**src/rtl/dmac_pkg.sv**
```systemverilog
// Shared types for the DMA read-burst scheduler: channel index, AXI length,
// scheduler state and the owner-tracking FIFO entry.
package dmac_pkg;
  localparam int DEF_CHANNEL_COUNT = 8;
  localparam int CH_WD = $clog2(DEF_CHANNEL_COUNT);

  typedef logic [CH_WD-1:0] ch_idx_t;
  typedef logic [7:0]       axi_len_t;

  typedef enum logic {
    IDLE  = 1'b0,
    ISSUE = 1'b1
  } sched_state_e;

  typedef struct packed {
    ch_idx_t  ch;
    axi_len_t len;
  } owner_entry_t;
endpackage

```
**src/rtl/dmac_rd_burst_sched_if.sv**
```systemverilog
// Channel request and AXI AR bus between the scheduler and its environment.
interface dmac_rd_burst_sched_if #(
  parameter int ADDR_WD       = 32,
  parameter int CHANNEL_COUNT = 8
);
  localparam int CH_WD = $clog2(CHANNEL_COUNT);

  // Valid/ready: a transfer happens on a rising clk edge where both are 1; once
  // raised, valid and its payload hold until that edge. ch_req_ready is a
  // one-hot, same-cycle accept and may depend combinationally on ch_req_valid.
  logic [CHANNEL_COUNT-1:0]         ch_req_valid;
  logic [CHANNEL_COUNT-1:0]         ch_req_ready;
  logic [CHANNEL_COUNT*ADDR_WD-1:0] ch_req_addr;
  logic [CHANNEL_COUNT*8-1:0]       ch_req_len;
  logic                             ar_valid;
  logic                             ar_ready;
  logic [ADDR_WD-1:0]               ar_addr;
  logic [7:0]                       ar_len;
  logic [CH_WD-1:0]                 ar_id;

  modport master (
    input  ch_req_valid, ch_req_addr, ch_req_len, ar_ready,
    output ch_req_ready, ar_valid, ar_addr, ar_len, ar_id
  );

  modport slave (
    output ch_req_valid, ch_req_addr, ch_req_len, ar_ready,
    input  ch_req_ready, ar_valid, ar_addr, ar_len, ar_id
  );
endinterface

```
**src/rtl/dmac_rr_arbiter.sv**
```systemverilog
// Combinational round-robin arbiter: first request at or after ptr, with wrap.
module dmac_rr_arbiter #(
  parameter int N      = 8,
  parameter int IDX_WD = $clog2(N)
) (
  input  logic [N-1:0]      req,
  input  logic [IDX_WD-1:0] ptr,
  output logic [N-1:0]      grant,
  output logic [IDX_WD-1:0] idx,
  output logic              any
);
  always_comb begin
    int s;
    logic [IDX_WD-1:0] c;
    s     = 0;
    c     = '0;
    grant = '0;
    idx   = '0;
    any   = 1'b0;
    for (int i = 0; i < N; i++) begin
      s = int'(ptr) + i;
      if (s >= N) s = s - N;
      c = IDX_WD'(s);
      if (!any && req[c]) begin
        any      = 1'b1;
        grant[c] = 1'b1;
        idx      = c;
      end
    end
  end
endmodule

```
**src/rtl/dmac_rd_burst_sched.sv**
```systemverilog
// Read-burst scheduler: round-robin channel arbitration gated by buffer credit
// and an outstanding-burst limit, one AR at a time, plus buffer-write ownership.
module dmac_rd_burst_sched
  import dmac_pkg::*;
#(
  parameter int ADDR_WD         = 32,
  parameter int CHANNEL_COUNT   = DEF_CHANNEL_COUNT,
  parameter int MAX_BURST_LEN   = 16,
  parameter int MAX_OUTSTANDING = 2
) (
  input  logic                            clk,
  input  logic                            rst,
  dmac_rd_burst_sched_if.master           bus,
  input  logic [$clog2(MAX_BURST_LEN):0]  buf_fill_level,
  input  logic                            buf_wr_beat,
  input  logic                            buf_wr_last,
  output logic                            owner_valid,
  output ch_idx_t                         owner_ch,
  output logic                            err_len,
  output logic                            idle,
  output sched_state_e                    state
);
  localparam int FILL_WD = $clog2(MAX_BURST_LEN) + 1;
  localparam int FREE_WD = FILL_WD + 1;
  localparam int PTR_WD  = (MAX_OUTSTANDING > 1) ? $clog2(MAX_OUTSTANDING) : 1;
  localparam int CNT_WD  = $clog2(MAX_OUTSTANDING + 1);

  logic [FILL_WD-1:0]       reserved;
  logic [FREE_WD-1:0]       free;
  logic [FREE_WD-1:0]       res_sum;
  logic [FREE_WD-1:0]       res_next;
  ch_idx_t                  rr_ptr;
  owner_entry_t             fifo_q [MAX_OUTSTANDING];
  owner_entry_t             head;
  logic [PTR_WD-1:0]        wr_ptr;
  logic [PTR_WD-1:0]        rd_ptr;
  logic [CNT_WD-1:0]        count;
  axi_len_t                 beat_cnt;
  logic [CHANNEL_COUNT-1:0] eligible;
  logic [CHANNEL_COUNT-1:0] bad_len;
  logic [CHANNEL_COUNT-1:0] grant;
  ch_idx_t                  grant_idx;
  logic                     grant_any;
  logic [ADDR_WD-1:0]       sel_addr;
  axi_len_t                 sel_len;
  logic                     ar_hs;
  logic                     beat_ok;
  logic                     pop;
  logic                     beat_err;

  function automatic logic [PTR_WD-1:0] ptr_inc(input logic [PTR_WD-1:0] p);
    return (p == PTR_WD'(MAX_OUTSTANDING - 1)) ? '0 : p + 1'b1;
  endfunction

  dmac_rr_arbiter #(.N(CHANNEL_COUNT), .IDX_WD($bits(ch_idx_t))) u_arb (
    .req   (eligible),
    .ptr   (rr_ptr),
    .grant (grant),
    .idx   (grant_idx),
    .any   (grant_any)
  );

  assign head        = fifo_q[rd_ptr];
  assign owner_valid = (count != '0);
  assign owner_ch    = head.ch;
  assign idle        = (state == IDLE) && (count == '0);
  assign ar_hs       = bus.ar_valid && bus.ar_ready;
  assign beat_ok     = buf_wr_beat && owner_valid;
  assign pop         = beat_ok && buf_wr_last;
  // Gated by rst so nothing is accepted while the tracking state is held in reset.
  assign bus.ch_req_ready = (rst && state == IDLE) ? grant : '0;

  always_comb begin
    free     = FREE_WD'(MAX_BURST_LEN) - FREE_WD'(buf_fill_level) - FREE_WD'(reserved);
    bad_len  = '0;
    eligible = '0;
    sel_addr = '0;
    sel_len  = '0;
    for (int c = 0; c < CHANNEL_COUNT; c++) begin
      bad_len[c]  = bus.ch_req_valid[c] &&
                    (9'(bus.ch_req_len[c*8 +: 8]) >= 9'(MAX_BURST_LEN));
      eligible[c] = bus.ch_req_valid[c] && !bad_len[c] &&
                    (9'(bus.ch_req_len[c*8 +: 8]) + 9'd1 <= 9'(free)) &&
                    (count < CNT_WD'(MAX_OUTSTANDING));
      if (ch_idx_t'(c) == grant_idx) begin
        sel_addr = bus.ch_req_addr[c*ADDR_WD +: ADDR_WD];
        sel_len  = bus.ch_req_len[c*8 +: 8];
      end
    end

    // A beat with nothing outstanding is dropped, so reserved bottoms out at 0.
    res_sum  = FREE_WD'(reserved) +
               (ar_hs ? FREE_WD'(bus.ar_len) + FREE_WD'(1) : '0);
    res_next = (beat_ok && res_sum != '0) ? res_sum - 1'b1 : res_sum;

    beat_err = 1'b0;
    if (buf_wr_beat) begin
      if (!owner_valid)     beat_err = 1'b1;
      else if (buf_wr_last) beat_err = (beat_cnt != head.len);
      else                  beat_err = (beat_cnt >= head.len);
    end
  end

  always_ff @(posedge clk or negedge rst) begin
    if (!rst) begin
      state        <= IDLE;
      bus.ar_valid <= 1'b0;
      bus.ar_addr  <= '0;
      bus.ar_len   <= '0;
      bus.ar_id    <= '0;
      rr_ptr       <= '0;
      reserved     <= '0;
      wr_ptr       <= '0;
      rd_ptr       <= '0;
      count        <= '0;
      beat_cnt     <= '0;
      err_len      <= 1'b0;
      for (int i = 0; i < MAX_OUTSTANDING; i++) fifo_q[i] <= '0;
    end else begin
      err_len  <= beat_err || (|bad_len);
      reserved <= FILL_WD'(res_next);

      case (state)
        IDLE: if (grant_any) begin
          bus.ar_valid <= 1'b1;
          bus.ar_addr  <= sel_addr;
          bus.ar_len   <= sel_len;
          bus.ar_id    <= grant_idx;
          state        <= ISSUE;
        end
        ISSUE: if (bus.ar_ready) begin
          bus.ar_valid <= 1'b0;
          rr_ptr       <= (bus.ar_id == ch_idx_t'(CHANNEL_COUNT - 1)) ? '0 : bus.ar_id + 1'b1;
          state        <= IDLE;
        end
        default: state <= IDLE;
      endcase

      if (ar_hs) begin
        fifo_q[wr_ptr] <= '{ch: bus.ar_id, len: bus.ar_len};
        wr_ptr         <= ptr_inc(wr_ptr);
      end
      if (pop) rd_ptr <= ptr_inc(rd_ptr);
      case ({ar_hs, pop})
        2'b10:   count <= count + 1'b1;
        2'b01:   count <= count - 1'b1;
        default: count <= count;
      endcase

      // beat_cnt saturates at head.len so an overlong burst keeps flagging errors.
      if (beat_ok) begin
        if (buf_wr_last)               beat_cnt <= '0;
        else if (beat_cnt < head.len)  beat_cnt <= beat_cnt + 1'b1;
      end
    end
  end
endmodule
```
**src/flat_wrapper.sv**
```systemverilog
// flat-port wrapper written by rule: the top's interface ports become plain ports
module dmac_rd_burst_sched_flat import dmac_pkg::*;
#(
  parameter int ADDR_WD         = 32,
  parameter int CHANNEL_COUNT   = DEF_CHANNEL_COUNT,
  parameter int MAX_BURST_LEN   = 16,
  parameter int MAX_OUTSTANDING = 2
)
  (clk, rst, buf_fill_level, buf_wr_beat, buf_wr_last, owner_valid, owner_ch, err_len, idle, state, bus_ch_req_valid, bus_ch_req_addr, bus_ch_req_len, bus_ar_ready, bus_ch_req_ready, bus_ar_valid, bus_ar_addr, bus_ar_len, bus_ar_id);
  dmac_rd_burst_sched_if #(.ADDR_WD(ADDR_WD), .CHANNEL_COUNT(CHANNEL_COUNT)) bus_i ();
  input  logic clk;
  input  logic rst;
  input  logic [$clog2(MAX_BURST_LEN):0] buf_fill_level;
  input  logic buf_wr_beat;
  input  logic buf_wr_last;
  output logic owner_valid;
  output ch_idx_t owner_ch;
  output logic err_len;
  output logic idle;
  output sched_state_e state;
  input wire logic [$bits(bus_i.ch_req_valid)-1:0] bus_ch_req_valid;
  input wire logic [$bits(bus_i.ch_req_addr)-1:0] bus_ch_req_addr;
  input wire logic [$bits(bus_i.ch_req_len)-1:0] bus_ch_req_len;
  input wire logic [$bits(bus_i.ar_ready)-1:0] bus_ar_ready;
  output wire logic [$bits(bus_i.ch_req_ready)-1:0] bus_ch_req_ready;
  output wire logic [$bits(bus_i.ar_valid)-1:0] bus_ar_valid;
  output wire logic [$bits(bus_i.ar_addr)-1:0] bus_ar_addr;
  output wire logic [$bits(bus_i.ar_len)-1:0] bus_ar_len;
  output wire logic [$bits(bus_i.ar_id)-1:0] bus_ar_id;
  assign bus_i.ch_req_valid = bus_ch_req_valid;
  assign bus_i.ch_req_addr = bus_ch_req_addr;
  assign bus_i.ch_req_len = bus_ch_req_len;
  assign bus_i.ar_ready = bus_ar_ready;
  assign bus_ch_req_ready = bus_i.ch_req_ready;
  assign bus_ar_valid = bus_i.ar_valid;
  assign bus_ar_addr = bus_i.ar_addr;
  assign bus_ar_len = bus_i.ar_len;
  assign bus_ar_id = bus_i.ar_id;
  dmac_rd_burst_sched #(.ADDR_WD(ADDR_WD), .CHANNEL_COUNT(CHANNEL_COUNT), .MAX_BURST_LEN(MAX_BURST_LEN), .MAX_OUTSTANDING(MAX_OUTSTANDING)) u_core (.clk(clk), .rst(rst), .bus(bus_i), .buf_fill_level(buf_fill_level), .buf_wr_beat(buf_wr_beat), .buf_wr_last(buf_wr_last), .owner_valid(owner_valid), .owner_ch(owner_ch), .err_len(err_len), .idle(idle), .state(state));
endmodule
```
**config.mk**
```make
export PLATFORM = sky130hd
export DESIGN_NAME = dmac_rd_burst_sched_flat
export DESIGN_NICKNAME = d
export VERILOG_FILES = /design/src/rtl/dmac_pkg.sv /design/src/rtl/dmac_rd_burst_sched_if.sv /design/src/rtl/dmac_rr_arbiter.sv /design/src/rtl/dmac_rd_burst_sched.sv /design/src/flat_wrapper.sv
export SDC_FILE = /design/constraint.sdc
export NUM_CORES = 1
export LEC_CHECK = 0
export BUFFER_PORTS_ARGS = -buffer_cell sky130_fd_sc_hd__buf_4
export CAP_MARGIN = 20
export CORE_ASPECT_RATIO = 2
export CORE_MARGIN = 8
export CORE_UTILIZATION = 51
export DETAILED_ROUTE_END_ITERATION = 8
export PLACE_DENSITY = 0.83
export SLEW_MARGIN = 0
export SYNTH_ARGS = -nofsm -noshare
export SYNTH_HDL_FRONTEND = slang
export SYNTH_SLANG_ARGS = --single-unit
```
**constraint.sdc**
```tcl
create_clock -name clk -period 7.98 [get_ports clk]
set_clock_uncertainty 0.1 [all_clocks]
set_input_delay 0.798 -clock clk [delete_from_list [all_inputs] [get_ports clk]]
set_output_delay 0.798 -clock clk [all_outputs]
set_load 0.1 [all_outputs]
```
==> flow_summary.toml <==
[outcome]
status = "finished, final reports clean"

[clock_network]
cts_tree = "done"
cts.hold.buffers_added = 0
cts_resized = 0
ctsLongestPathBuffers = 2
htree_levels = 3
insertion_delay_ns = 0.35
cts-root-buf = "clkbuf_16"
clkTransAtPathRegs_ns = 0.08
cts_setup_buffers = 0
numCtsBuffers = 9
numClockSinks = 88

[route]
dr_wl_met3_um = 4864
ant_nets = 0
via_per_inst = 6.341
dr_wl_met2_um = 22880
wl_per_cell_um = 25.24
drc = 0
met1Wirelength_um = 16510
firstDrtPassIters = 6
vias = 11830
wirelength_um = 47100
drt_first_iter_violations = 1256
top_layer_used = "met5"

[final_layout]
drive_gt1_share_pct = 31.44
area_delta_synth_final_pct = 35.16
final_nets = 2029
fin_cells = 1866
final_area_mm2 = 0.01368

[timing]
fin_tns_setup_ns = 0
fmaxAchievable_mhz = 133.3
rsz0062_at_grt = "no"
fin_ws_ns = 0.4772
worst_pin_slew_ns = 0.9855
min_period_ns = 7.503
slew_violations = 0
maxSlewHeadroom_pct = 33.69
hold_violations = 0
period_share_pct = 94.02
setup_viol = 0

[floorplan]
die_w_um = 115.6
initial_core_util_pct = 51.55
num_rows = 73
core_area_mm2 = 0.01964
dieArea_mm2 = 0.02489
die-height_um = 215.3
io_pins = 397

[global_route]
grt_util_all_layers_pct = 36.56
grt_max_degree = 76
overflow = 0
grt_pass1_vias = 12220
antenna_found_initial = 5
grt_pass1_wl_um = 69700

[synth]
yosys_warnings = 0
avgSynthCellArea_um2 = 8.171
syn_inst = 1239
syn_area_mm2 = 0.01012
ys_ff_latch = 88
yosys.area_share.simple_pct = 19.71
yosys.area_share.adder_pct = 11.64
seq_area_frac_synth_pct = 21.75
ys_types = 77
synth_compound_area_share_pct = 22.12
yosysMostFrequentCell = "nor2_1"
synth.area.top_cells = "dfrtp_1 (22%), ha_1 (11%), mux2i_1 (10%), nor2_1 (6.1%), nand2_1 (3.9%)"
synth.area.mux_share_pct = 13.71
ys_top_cells_by_count = "nor2_1 (164), mux2i_1 (106), nand2_1 (105)"
synth_top_family_by_area = "compound AO/OA/AOI/OAI gates"
synth.top_cell.area_share_pct = 21.75
ys_async_sr_fraction_pct = 100.0
synth_edf_count = 0
syn_nets = 1670
synth_ff_type = "dfrtp_1"
yosysTopAreaCell = "dfrtp_1"
synth_xor_area_share_pct = 5.277

[flow_run]
cap_violations = 0

[power_and_ir_drop]
combPwrFrac_pct = 78.5
seqPwrFrac_pct = 13.4
powerDensity_mw_per_mm2 = 440.3
p_int_uw = 2494
p_leak_uw = 0.006500
sw_frac_of_total_pct = 58.61
p_clk_share_pct = 8.1
switchingPower_uw = 3531
vdd_ir_drop_max_mv = 0.3285

[setup_path]
crit_required_ns = 7.08
arrival_ns = 6.60
endpoint_kind = "output port"
crit_type = "in -> out"
worst_setup_path_start_kind = "input port"
critPathMaxFanout = 7

[worst_hold_path]
worstHoldPathType = "in -> async"

[place]
portBuffers = 396
place_inst = 1849
dp_hpwl_um = 38040
dp_slack_ns = 0.5573
dpl_cell_area_mm2 = 0.01335
globalplace.congestion = 1.032
[power groups by stage]
stage	Combinational, µW	Clock, µW	Sequential [µW]
4_1_cts	4630	491	796
5_1_grt	5000	506	819
3_5_place_dp	4590	0	802
3_3_place_gp	4460	0	793
6_report	4730	489	807
2_1_floorplan	2840	0	1320
[path summary, 6_finish.rpt]
check                                       start                      to  slack, ns  cells past startpoint
max                             buf_fill_level[1]     bus_ch_req_ready[6]       0.48                     23
min                                           rst          u_core.err_len       0.23                      1
max reg2reg                    u_core.reserved[1]  u_core.bus.ar_addr[19]       0.83                     22
min reg2reg                u_core.bus.ar_addr[13]  u_core.bus.ar_addr[13]       0.39                      2
max in group asynchronous                     rst    u_core.bus.ar_len[2]       6.29                      2
min in group clk           u_core.bus.ar_addr[13]  u_core.bus.ar_addr[13]       0.39                      2
[area by class of cell]
| type | instances | area (µm²) |
|---|---|---|
| multi-input cells | 1029 | 7410 |
| clock inverters | 7 | 110.1 |
| flip-flops and latches | 88 | 2202 |
| diodes | 1 | 2.502 |
| fillers | 1472 | 5954 |
| well taps | 262 | 327.8 |
| clock buffers | 9 | 225.2 |
| inverters | 46 | 172.7 |
| repair buffers | 424 | 3233 |
[sequential cells by signal, indices dropped and copies added, names as in the netlist]
signal	flops
u_core.bus.ar_len	8
u_core.rr_ptr	3
u_core.err_len	1
u_core.reserved	5
u_core.rd_ptr	1
u_core.bus.ar_valid	1
u_core.bus.ar_addr	32
u_core.beat_cnt	8
u_core.bus.ar_id	3
u_core.fifo_q	22
u_core.wr_ptr	1
u_core.count	2
u_core.state	1
[metrics by stage]
step	power, µW	hold slack, ns	utilization [%]
3_5_place_dp	5391	0.3808	67.96
6_report	6024	0.2304	69.68
4_1_cts	5914	0.2300	69.67
2_1_floorplan	4158	0.3622	-
5_1_grt	6325	0.2390	69.68
3_3_place_gp	5255	0.3715	67.96
[critical path, stage by stage]
cell and delay (ns):
buf_4 0.11, ha_1 0.26, inv_1 0.04, ha_1 0.22, fa_1 0.40, a21o_1 0.19, a21oi_1 0.25, xnor2_1 0.41
ha_1 0.38, inv_1 0.10, a311o_1 0.15, a21oi_1 0.11, a32oi_2 0.41, nor2_2 0.11, a211oi_2 0.29, a22oi_1 0.24
or4b_1 0.70, nor3_1 0.52, nand2_1 0.10, nand4_1 0.15, nor2_1 0.07, a211oi_2 0.24, buf_4 0.33
[placed cells by master, fill, tap and decap left out, types with 15 or more instances in the layout]
cell type | Yosys | final
dfrtp_1 | 88 | 88
a21o_1 | 15 | 15
buf_4 | 10 | 420
inv_1 | 46 | 46
nand2_1 | 105 | 105
nand4_1 | 15 | 15
o221ai_1 | 29 | 29
o21ai_0 | 20 | 20
nor3_1 | 15 | 15
nor2_1 | 164 | 163
xnor2_1 | 22 | 22
xor2_1 | 39 | 39
a221o_1 | 26 | 26
mux2_2 | 29 | 29
a211oi_1 | 25 | 22
mux2i_1 | 106 | 106
nand3_1 | 60 | 60
ha_1 | 91 | 91
o21ai_1 | 35 | 34
a21oi_1 | 69 | 69
[layer usage]
metal / GRT usage [%] / vias to the layer above
met2: 61.79 / 807
met1: 40.33 / 5551
met4: 19.16 / 6
met3: 10.03 / 173
li1: - / 5296
met5: 0 / -
[cells by family after synthesis]
family | Yosys count
muxes | 135
adders and majority gates | 93
AOI/OAI and AO/OA | 306
and+or+nand+nor | 434
buffers and inverters | 122
DFF | 88
xor gates and xnor gates | 61
Power figures use the tool's default switching activity.
